<file path="src/rtl/stream_mux_rr.sv">
// N-channel stream multiplexer with a single registered output slot.
// Grants come either from a direct channel select or from a round-robin search.
module stream_mux_rr #(
  parameter int N_CH  = 4,
  parameter int WIDTH = 8,
  localparam int SEL_W = (N_CH > 1) ? $clog2(N_CH) : 1
) (
  input  logic                    clk,
  input  logic                    rst,
  input  logic [N_CH*WIDTH-1:0]   in_data,
  input  logic [N_CH-1:0]         in_valid,
  output logic [N_CH-1:0]         in_ready,
  input  logic [SEL_W-1:0]        sel,
  input  logic                    mode,
  output logic [WIDTH-1:0]        out_data,
  output logic [SEL_W-1:0]        out_ch,
  output logic                    out_valid,
  input  logic                    out_ready
);

  localparam int IDX_W = SEL_W + 1;
  localparam int PAD_N = 1 << SEL_W;

  logic [WIDTH-1:0] word [N_CH];

  genvar gi;
  generate
    for (gi = 0; gi < N_CH; gi++) begin : g_unpack
      assign word[gi] = in_data[gi*WIDTH +: WIDTH];
    end
  endgenerate

  logic             out_valid_q, out_valid_d;
  logic [WIDTH-1:0] out_data_q,  out_data_d;
  logic [SEL_W-1:0] out_ch_q,    out_ch_d;
  logic [SEL_W-1:0] rr_ptr_q,    rr_ptr_d;

  logic [PAD_N-1:0] valid_pad;
  logic             cand_valid;
  logic [SEL_W-1:0] cand;
  logic [IDX_W-1:0] idx;
  logic             load_en;
  logic             xfer;

  // valid_pad is zero above N_CH-1, so an out-of-range sel never yields a candidate.
  always_comb begin
    valid_pad             = '0;
    valid_pad[N_CH-1:0]   = in_valid;
    cand_valid            = 1'b0;
    cand                  = '0;
    idx                   = '0;
    if (!mode) begin
      cand_valid = valid_pad[sel];
      cand       = sel;
    end else begin
      // Descending scan: the last hit written is the nearest one after rr_ptr.
      for (int k = N_CH - 1; k >= 0; k--) begin
        idx = {1'b0, rr_ptr_q} + IDX_W'(k);
        if (idx >= IDX_W'(N_CH)) begin
          idx = idx - IDX_W'(N_CH);
        end
        if (valid_pad[idx[SEL_W-1:0]]) begin
          cand_valid = 1'b1;
          cand       = idx[SEL_W-1:0];
        end
      end
    end
  end

  assign load_en = !out_valid_q || out_ready;
  assign xfer    = load_en && cand_valid;

  always_comb begin
    in_ready = '0;
    if (xfer && !rst) begin
      in_ready[cand] = 1'b1;
    end
  end

  always_comb begin
    out_valid_d = out_valid_q;
    out_data_d  = out_data_q;
    out_ch_d    = out_ch_q;
    rr_ptr_d    = rr_ptr_q;
    if (load_en) begin
      if (cand_valid) begin
        out_valid_d = 1'b1;
        out_data_d  = word[cand];
        out_ch_d    = cand;
        if (mode) begin
          rr_ptr_d = (cand == SEL_W'(N_CH - 1)) ? '0 : cand + SEL_W'(1);
        end
      end else begin
        out_valid_d = 1'b0;
        out_data_d  = '0;
      end
    end
  end

  always_ff @(posedge clk or posedge rst) begin
    if (rst) begin
      out_valid_q <= 1'b0;
      out_data_q  <= '0;
      out_ch_q    <= '0;
      rr_ptr_q    <= '0;
    end else begin
      out_valid_q <= out_valid_d;
      out_data_q  <= out_data_d;
      out_ch_q    <= out_ch_d;
      rr_ptr_q    <= rr_ptr_d;
    end
  end

  assign out_valid = out_valid_q;
  assign out_data  = out_data_q;
  assign out_ch    = out_ch_q;

endmodule

</file>
<file path="config.mk">
export PLATFORM = sky130hd
export DESIGN_NAME = stream_mux_rr
export DESIGN_NICKNAME = d
export VERILOG_FILES = /design/src/rtl/stream_mux_rr.sv
export SDC_FILE = /design/constraint.sdc
export NUM_CORES = 1
export LEC_CHECK = 0
export CAP_MARGIN = 0
export CELL_PAD_IN_SITES_DETAIL_PLACEMENT = 1
export CELL_PAD_IN_SITES_GLOBAL_PLACEMENT = 1
export CORE_UTILIZATION = 29
export DETAILED_ROUTE_END_ITERATION = 12
export HOLD_SLACK_MARGIN = 0.12
export PLACE_DENSITY = 0.84
export SETUP_SLACK_MARGIN = 0.02
export SYNTH_ARGS = -nofsm -noshare
export SYNTH_HDL_FRONTEND = slang
export SYNTH_SLANG_ARGS = --single-unit
</file>
<file path="constraint.sdc">
create_clock -name clk -period 2.65 [get_ports clk]
set_clock_uncertainty 0.15 [all_clocks]
set_input_delay 0.53 -clock clk [delete_from_list [all_inputs] [get_ports clk]]
set_output_delay 0.53 -clock clk [all_outputs]
set_load 0.01 [all_outputs]
</file>
=== Word-level counts from Yosys, hierarchy flattened ===
Cells that the tools add are included.
W data, S select, Z words.

* Flip-flop bits (word level): 13
* Output and inout bits: 15
* Word-level logic and storage cells: 71

* Reductions and logical operators: 8
* Add/sub/neg operators: 8
* Mux-type cells: 37
* Equal/unequal tests: 1
* $lt $le $gt $ge: 12
* Bitwise gates (word level): 1

{| class="wikitable"
|+ Operators with widths
! operator !! number
|-
| $mux W2 || 14
|-
| $mux W8 || 3
|-
| $lt A2 B3 Y1 const B || 6
|-
| $bmux W8 S2 || 1
|-
| $ge A3 B3 Y1 const B || 4
|-
| $mux W1 || 12
|-
| $bmux W1 S2 || 5
|-
| $sub A2 B1 Y2 const B || 4
|-
| $add A2 B2 Y3 const B || 2
|-
| $mux W4 || 1
|-
| $add A2 B1 Y3 const B || 1
|-
| $ge A2 B3 Y1 const B || 1
|-
| $logic_and A1 B1 Y1 || 3
|-
| $not A2 Y3 || 1
|-
| $reduce_and A3 Y1 || 1
|-
| $add A2 B1 Y2 const B || 1
|-
| $demux W1 S2 || 1
|-
| $eq A2 B2 Y1 const B || 1
|-
| $ge A2 B1 Y1 const B || 1
|-
| $logic_not A1 Y1 || 2
|-
| $reduce_and A2 Y1 || 1
|-
| $logic_or A1 B1 Y1 || 1
|}

=== Logic depth before layout (Yosys ltp) ===
* Depth after elaboration: 16
* Gate-level depth with buffers: 8
* Depth with buffers taken out: 7

=== Least setup slack after synthesis ===
Ideal clock, no wire load.

* Kind: input to output
* Start point: input port in_valid[1]
* End point: output port in_ready[3]
* Slack: 0.202 ns
* Cell stages on the path: 7
* Arrival time: 1.768 ns
* Cells stage by stage: a21boi_1 a211oi_2 o221a_4 nor2_8 buf_8 ha_1 and3_1

* Longest elaborated chain between the ends: 12

{| class="wikitable"
|+ Ends and longest elaborated chain
! element !! RTL line !! RTL
|-
| start: declaration || 11 || <nowiki>input logic [N_CH-1:0] in_valid,</nowiki>
|-
| $bmux W1 S2 || 62 || <nowiki>if (valid_pad[idx[SEL_W-1:0]]) begin</nowiki>
|-
| $mux W1 (implied by the code) || 62 ||
|-
| $mux W2 (3 in series) || 62 ||
|-
| $mux W2 (*) || 62 ||
|-
| $mux W2 (*) || 52 || <nowiki>if (!mode) begin</nowiki>
|-
| named net cand[0] || 40 || <nowiki>logic [SEL_W-1:0] cand;</nowiki>
|-
| $lt A2 B3 Y1 (implied by the code) or $ge A2 B1 Y1 (tied branches) || 76 || <nowiki>in_ready[cand] = 1'b1;</nowiki>
|-
| $logic_and A1 B1 Y1 (implied by the code) || 76 ||
|-
| $mux W1 (implied by the code) || 76 ||
|-
| $demux W1 S2 (*) || 76 ||
|-
| $mux W4 (*) || 75 || <nowiki>if (xfer && !rst) begin</nowiki>
|-
| end: declaration || 12 || <nowiki>output logic [N_CH-1:0] in_ready,</nowiki>
|}

Mark *: on every way through the listed nets, which the timed path passes. The rest lies on a longest branch. The select of a mux whose other input is x is not followed.

=== Worst setup path after layout ===
* Start point: register rr_ptr_q[1]
* End point: output port in_ready[0]

* Longest elaborated chain between the ends: 16

{| class="wikitable"
|+ Ends and longest elaborated chain
! element !! RTL line !! RTL
|-
| start: declaration || 36 || <nowiki>logic [SEL_W-1:0] rr_ptr_q, rr_ptr_d;</nowiki>
|-
| start signal: assignment || 110 || <nowiki>rr_ptr_q <= rr_ptr_d;</nowiki>
|-
| $add A2 B2 Y3 || 58 || <nowiki>idx = {1'b0, rr_ptr_q} + IDX_W'(k);</nowiki>
|-
| $ge A3 B3 Y1 or $sub A2 B1 Y2 (tied branches) || 59, 60 ||
|-
| $mux W2 || 59 || <nowiki>if (idx >= IDX_W'(N_CH)) begin</nowiki>
|-
| $mux W2 || 52 ||
|-
| $bmux W1 S2 || 62 ||
|-
| $mux W1 (implied by the code) || 62 ||
|-
| $mux W2 (4 in series) || 62 ||
|-
| $mux W2 || 52 ||
|-
| $lt A2 B3 Y1 (implied by the code) or $ge A2 B1 Y1 (tied branches) || 76 ||
|-
| $logic_and A1 B1 Y1 (implied by the code) || 76 ||
|-
| $mux W1 (implied by the code) || 76 ||
|-
| $demux W1 S2 || 76 ||
|-
| $mux W4 (*) || 75 ||
|}

Mark *: on every way between the ends. The rest lies on a longest branch, timed or not. The select of a mux whose other input is x is not followed.

==> out/metrics.cfg <==
[routing]
num_vias = 1292
wl_per_cell_um = 17.1
vias_per_cell = 5.25
dr.pass1.iters = 4
wl_um = 4200
drtAntennaViolNets = 0
first_iter_violations = 49
drt_drc_violations_left = 0

[sta]
min_period_ns = 2.67
hold_viol = 0
fmax_ghz = 0.375
slew_viol_final = 0
rsz0062_at_grt = true
setup_viol = 2
whs_ns = 0.326
fin_ws_ns = -0.0171
slew_headroom_pct = 56.0
tightest_slew_ns = 0.660
fin_setup_tns_ns = -0.0225
fin_crit_sh_pct = 101

[power]
power.density_nw_per_um2 = 561
comb_power_share_pct = 55.6
ir_drop_uv = 186
p_leak_uw = 0.000850
switchingPower_uw = 414
p_sw_share_pct = 37.7
clkPwrFrac_pct = 16.7
finalPower_uw = 1100
seq_power_share_pct = 27.7
p_int_uw = 685

[worst_setup_path]
crit_fanout = 7
slowest_delay_ns = 0.47
ff2ff_path_depth = 7
end_kind = primary output
r2r_slack_ns = 0.41
critPathKind = flop to primary output
r2r_end = out_data[7]
path_buf_inv = 2
cp_slowest_cell = dfrtp_2
required_ns = 1.97
worstPathArrival_ns = 1.99
crit_path_start_kind = flop
cpLargestDelayFamily = compound AO/OA/AOI/OAI gates
timing.rr.start = rr_ptr_q[1]
cp_cell_sequence = a21boi_4, a211oi_2, o221a_4, nor2_8, clkinv_4, ha_2, and3_1, buf_2

[placement]
place.gp.congestion = 0.829
post-place-ws_ns = -0.822
numPortBuffers = 56
post_dp_cell_area_um2 = 1860
dp_hpwl_um = 3330

[global_route]
grt_max_degree = 21
track_usage_pct = 20.9
grt_pass1_wl_um = 6580
antenna_found_initial = 0
grt-ovfl-total = 0
grt_pass1_vias = 1373

[cts]
clk_latency_ns = 0.25
cts_made_buffers = 3
clock_sinks = 13
path_clk_slew_ns = 0.06
clk_path_buf_depth = 2
cts_root_buf = clkbuf_8
hold_buffers = 0
cts_tree = done
htreeDepth = 1

[die]
coreArea_um2 = 3740
ioPinCount = 57
die_area_um2 = 4230
rows = 22
start_util_pct = 30.7
die_x_um = 65
die_y_um = 65

[synth]
yosysWarnings = 0
synth_cells = 123
synth_cell_type_count = 38
synth_area_um2 = 1150
seq_area_frac_synth_pct = 28.3
ys_seq_elements = 13
synth.avg_cell_area_um2 = 9.36
syn_nets = 169

[status]
violations = setup timing
status = complete, but fails checks

[finish]
syn_to_final_growth_pct = 70.1
nets = 245
mostFrequentLayoutCells = clkdlybuf4s50_1, buf_4, and3_1, dfrtp_1, nand2_1
drive_gt1_share_pct = 33.3
final_cell_area_um2 = 1960
diodes = 0
final_common_cell = clkdlybuf4s50_1

[run]
maxCapViolations = 0

[worst_hold_path]
min_path_type = input pin to asynchronous set/reset pin

-- power groups by stage --
stage	Clock (µW)	Combinational [µW]	Sequential, µW
final	184	611	304
after global placement	0	546	296
after floorplan	0	280	314
after global routing	195	658	310
after CTS	186	610	303
after detailed placement	0	577	300
-- timing repair --
item | CTS | global route
resized for setup | 50 | 0
gates cloned | 0 | 0
buffers inserted | 4 | 0
pin swaps | 5 | 0
endpoints found under the setup margin | 4 | 4
-- layout make-up --
cell class,count,area [µm²]
Sequential cell,13,327
Tap cell,48,60.1
Multi-Input combinational cell,97,812
Fill cell,446,1790
Timing Repair Buffer,78,687
Inverter,6,27.5
Clock buffer,4,45.0
-- synthesized netlist by cell type --
cell type / number / share of area [%]
mux2_1: 2 / 2.0
nor3_1: 9 / 3.9
a21oi_1: 3 / 1.3
nand2_1: 11 / 3.6
clkbuf_1: 1 / 0.33
o21ai_1: 2 / 0.87
or4_1: 1 / 0.65
mux2_2: 1 / 0.98
o221a_4: 1 / 1.7
a211oi_2: 1 / 1.1
mux4_2: 1 / 2.0
o41ai_2: 8 / 11
inv_2: 1 / 0.33
a21boi_1: 1 / 0.65
clkbuf_4: 1 / 0.65
o22ai_1: 1 / 0.54
and3_1: 12 / 6.5
nor3b_2: 1 / 1.1
clkinv_2: 1 / 0.43
nor3_2: 7 / 6.1
dfrtp_1: 13 / 28
nand3_1: 9 / 3.9
nor2_8: 1 / 1.7
and3b_1: 1 / 0.76
o21ai_0: 8 / 3.5
buf_2: 3 / 1.3
or2_2: 2 / 1.1
ha_1: 4 / 4.3
nor2b_1: 1 / 0.54
nand2b_1: 3 / 1.6
inv_1: 4 / 1.3
nor2_1: 2 / 0.65
o221ai_1: 1 / 0.76
mux2i_1: 1 / 0.87
buf_1: 1 / 0.33
a31oi_2: 1 / 1.1
buf_8: 1 / 1.3
o31ai_1: 1 / 0.65
-- cell families (layout without fill, tap and decap cells) --
kind of cell	after synthesis	after routing	synth area share, %
adder cells (fa/ha/maj)	4	4	4.35
multiplexers	5	5	5.76
AO/OA/AOI/OAI	28	28	23.5
flip-flops	13	13	28.3
AND/OR/NAND/NOR	60	60	32.2
buffers and inverters	13	88	5.98
-- per-stage QoR --
step / instances / utilization [%]
floorplan: 123 / -
global route: 246 / 52.3
detailed placement: 238 / 49.7
global placement: 238 / 49.7
CTS: 246 / 52.3
finish: 246 / 52.3
-- routing by layer --
layer	vias to the layer above	GRT usage [%]	wire (µm)
met5	-	0	0
met4	0	10.3	112
met3	9	1.76	172
met2	47	37.6	2240
met1	629	24.5	1680
li1	607	-	-
-- worst max path at each step --
stage	start	end	slack, ns	cells after the start
after CTS	rr_ptr_q[1]	in_ready[0]	0.007	8
final	rr_ptr_q[1]	in_ready[0]	-0.02	8
after global routing	rr_ptr_q[1]	in_ready[0]	-0.09	8
after floorplan	in_valid[1]	in_ready[3]	0.20	7
after detailed placement	in_valid[2]	in_ready[0]	-0.82	9
after global placement	in_valid[3]	in_ready[0]	-0.69	9
-- state kept, by name (all words and copies together) (netlist names) --
name	cells
out_data	8
out_valid	1
rr_ptr_q	2
out_ch	2
(Power assumes the default switching activity.)
==> RTL edit 1 (config.mk and constraints unchanged) <==
Make the reset (`rst`) synchronous in one clocked block.
--- a/src/rtl/stream_mux_rr.sv
+++ b/src/rtl/stream_mux_rr.sv
@@ -97,7 +97,7 @@
     end
   end
 
-  always_ff @(posedge clk or posedge rst) begin
+  always_ff @(posedge clk) begin
     if (rst) begin
       out_valid_q <= 1'b0;
       out_data_q  <= '0;
Formal check against the unedited RTL: differs if rst is asserted again (counterexample within 4 cycles, from zero or initial values and one cycle with rst high); with rst held inactive, the same outputs for 10 cycles.
==> RTL edit 1 against the unedited design <==
Combinational power is 43% lower; worst setup slack better by 0.084 ns; global-route usage is 5.2 points higher; via count is 1.9% higher; wire length is 10% higher; worst hold slack better by 0.0038 ns; sequential cell count stayed put; critical path depth stayed put; critical path type is now input port to output port; synthesized cell count is 1.6% lower; largest power group unchanged; power is 35% lower; design area is 7.7% lower; highest routed layer unchanged; area after synthesis is 14% lower.
==> RTL edit 1: results <==
[detailed_routing]
drt-initial-drc-count = 40
viasPerCell = 5.49
wl_per_cell_um = 19.3

[worst_setup_path]
reg2reg_depth = 9
cp_max_fo = 4
critPathArrivalTime_ns = 1.90

[power_and_ir_drop]
p_leak_nw = 0.741

[yosys]
ys.flop_type = "dfxtp_1"
synth.top_cells.by_area = "dfxtp_1 26%, a32o_1 8.1%, nand3_1 8.1%"
seq_area_frac_synth = 0.263
async_reset_ff_frac = 0
synth.net_count = 167
synth_cell_types = 31
synth_commonest_cells = "16 x nand3_1, 13 x dfxtp_1, 12 x o21ai_0"

[finish]
fin_cells = 240
nets = 243
fillers = 394
area_growth_pct = 82.8
drive_above_1_share = 0.276

[cts]
clk_latency_ns = 0.28
cts-root-buf = "clkbuf_4"

[global_route]
first_global_vias = 1442
grt_pass1_wl_mm = 6.88
grt.total_usage = 0.261

[run_status]
outcome = "complete, no violations"

[placement]
place.gp.congestion = 0.825
place_hpwl_mm = 3.21

[floorplan]
initial_core_util = 0.313
RTL edit 1: cell types whose count changed after synthesis, moves of 9 or more:
cell      change
dfrtp_1      -13
a21boi_0      +9
dfxtp_1      +13
and3_1       -12
nor3_1        -9
RTL edit 1: layout make-up:
| cell class | count | share of cell area |
|---|---|---|
| well taps | 44 | 0.0305 |
| clock buffers | 4 | 0.0145 |
| inverters | 5 | 0.0118 |
| multi-input cells | 96 | 0.412 |
| flip-flops and latches | 13 | 0.147 |
| repair buffers | 78 | 0.384 |
RTL edit 1: kinds of logic after synthesis:
| logic type | after synthesis | synth area share |
|---|---|---|
| AO/OA/AOI/OAI | 49 | 0.371 |
| adder cells (fa/ha/maj) | 4 | 0.0506 |
| buffers and inverters | 12 | 0.0557 |
| flip-flops | 13 | 0.263 |
| multiplexers | 3 | 0.0430 |
| AND/OR/NAND/NOR | 40 | 0.216 |
RTL edit 1: worst max-delay path, stage by stage:
cell and delay [ns]:
clkdlybuf4s15_1 0.26, buf_4 0.19, or2_2 0.33, nand2_4 0.11, inv_4 0.05, ha_1 0.16, and2_1 0.13, buf_2 0.13
RTL edit 1: final timing paths:
path	from	endpoint	slack (ns)
worst min-delay path	rr_ptr_q[0]	rr_ptr_q[0]	0.33
worst min register to register	rr_ptr_q[0]	rr_ptr_q[0]	0.33
worst max register to register	rr_ptr_q[1]	out_data[0]	0.37
worst max-delay path	mode	in_ready[1]	0.07
RTL edit 1: layer usage:
| layer | wire length, um | GRT usage |
|---|---|---|
| met1 | 1850 | 0.301 |
| met4 | 113 | 0.110 |
| met5 | 0 | 0 |
| met3 | 165 | 0.0469 |
| met2 | 2510 | 0.469 |
RTL edit 1: through the flow:
step | worst slack (ns) | power [mW]
final | 0.0666 | 0.711
after global routing | 0.0128 | 0.749
after CTS | 0.0542 | 0.690
after detailed placement | -0.862 | 0.545
after global placement | -0.795 | 0.528
after floorplan | 0.0699 | 0.371
RTL edit 1: power by group:
group	leakage [nW]	switching [mW]	total [mW]	internal [mW]
clock	0.0150	0.0683	0.127	0.0585
combinational	0.618	0.157	0.350	0.193
sequential	0.109	0.0167	0.234	0.218
RTL edit 1: what timing repair did:
action	CTS	global route
gates cloned	0	0
endpoints found under the hold margin	0	0
pin swaps	5	6
endpoints found under the setup margin	13	4
buffers inserted	4	2
gates resized for setup	53	17
==> RTL edit 2 (config.mk and constraints unchanged) <==
Made on the original files. `WIDTH`: 8 -> 12.
--- a/src/rtl/stream_mux_rr.sv
+++ b/src/rtl/stream_mux_rr.sv
@@ -2,7 +2,7 @@
 // Grants come either from a direct channel select or from a round-robin search.
 module stream_mux_rr #(
   parameter int N_CH  = 4,
-  parameter int WIDTH = 8,
+  parameter int WIDTH = 12,
   localparam int SEL_W = (N_CH > 1) ? $clog2(N_CH) : 1
 ) (
   input  logic                    clk,
Ports: changed (resized in_data and out_data); port bits go from 57 to 77. No check against the original RTL was run, so the function may have changed too.
==> RTL edit 2 against the unedited design <==
The run still ends with negative setup slack left; fmax shrank 0.19%; worst setup slack lost 0.0050 ns; design area grew 38%; area after synthesis grew 23%; wire length grew 51%; non-clock buffer count grew 38; power grew 34%; via count grew 36%; sequential cell count grew 4.
==> RTL edit 2: results <==
[cts]
cts_setup_buffers = 12

[placement]
placed_cell_area_mm2 = 0.00240
place.gp.congestion = 0.858
io_buffers = 76

[run_status]
outcome = "finished, violations left"
violations = "negative setup slack"

[detailed_routing]
viasPerCell = 5.31
wl_met1_mm = 2.35
wl_per_cell_um = 19.2
drt-initial-drc-count = 46
route.met2.wl_mm = 3.57

[global_route]
met2_usage = 0.438
met3_usage = 0.0556
grt_util_met1 = 0.235
grt.total_usage = 0.226
grt_pass1_wl_mm = 8.89
first_global_vias = 1835

[finish]
drive_above_1_share = 0.390
largest_reg_flops = 12
nets = 327

[power_and_ir_drop]
vdd_drop_max_mv = 0.270
p_leak_nw = 1.17

[sta]
setup_viol = 2
fin_setup_tns_ns = -0.0404
worst_slack_ns = -0.0221
timing_worst_slew_pin_value_ns = 0.579

[yosys]
synth-adder-area-share = 0.0352
seq_area_frac_synth = 0.299
synth.net_count = 218
synth_commonest_cells = "17 x dfrtp_1, 15 x nand3_1, 14 x a211o_1"

[worst_setup_path]
cp_max_fo = 6
critPathMaxStageDelay_ns = 0.28

[hold_path]
worstHoldPathType = "flop to flop"
## RTL edit 2: cell types whose count changed in the layout (fill, tap and decap cells not counted), sizes merged, moves of 8 or more
cell / delta
o41ai: -8
mux2: +10
and2: +12
o221ai: +11
and3: -8
a211o: +14
nor3: -16
buf: +15
clkdlybuf4s50: +20
a21oi: +12
## RTL edit 2: metrics by stage
| stage | setup slack (ns) | total power [mW] | instances |
|---|---|---|---|
| after floorplan | 0.133 | 0.707 | 156 |
| final | -0.0221 | 1.47 | 331 |
| after global routing | -0.0672 | 1.55 | 331 |
| after global placement | -0.691 | 1.05 | 312 |
| after CTS | -0.00436 | 1.36 | 328 |
| after detailed placement | -0.799 | 1.07 | 312 |
## RTL edit 2: path summary, 6_finish.rpt
kind	depth (start not counted)	slack, ns	startpoint	endpoint
worst max-delay path	9	-0.02	in_valid[3]	in_ready[0]
worst min-delay path	2	0.36	out_ch[0]	out_ch[0]
worst max register to register	9	0.15	rr_ptr_q[1]	out_data[0]
worst min register to register	2	0.36	out_ch[0]	out_ch[0]
max in group asynchronous	3	1.58	rst	out_ch[1]
min in group asynchronous	3	0.51	rst	rr_ptr_q[1]
## RTL edit 2: final cells by class
cell class / instances / area [um2]
fillers: 543 / 2020
repair buffers: 116 / 1050
flip-flops and latches: 17 / 427
inverters: 6 / 25.0
well taps: 67 / 83.8
multi-input cells: 121 / 1080
clock buffers: 4 / 45.0
## RTL edit 2: worst min-delay path: stages, from the launching register on
cell     delay, ns
dfrtp_1       0.35
nand2_1       0.05
o21ai_0       0.07
## RTL edit 2: power breakdown
| part | internal, mW | total (mW) | switching, mW |
|---|---|---|---|
| combinational | 0.486 | 0.873 | 0.386 |
| sequential | 0.331 | 0.394 | 0.0629 |
| clock | 0.107 | 0.204 | 0.0974 |
| total | 0.925 | 1.47 | 0.547 |
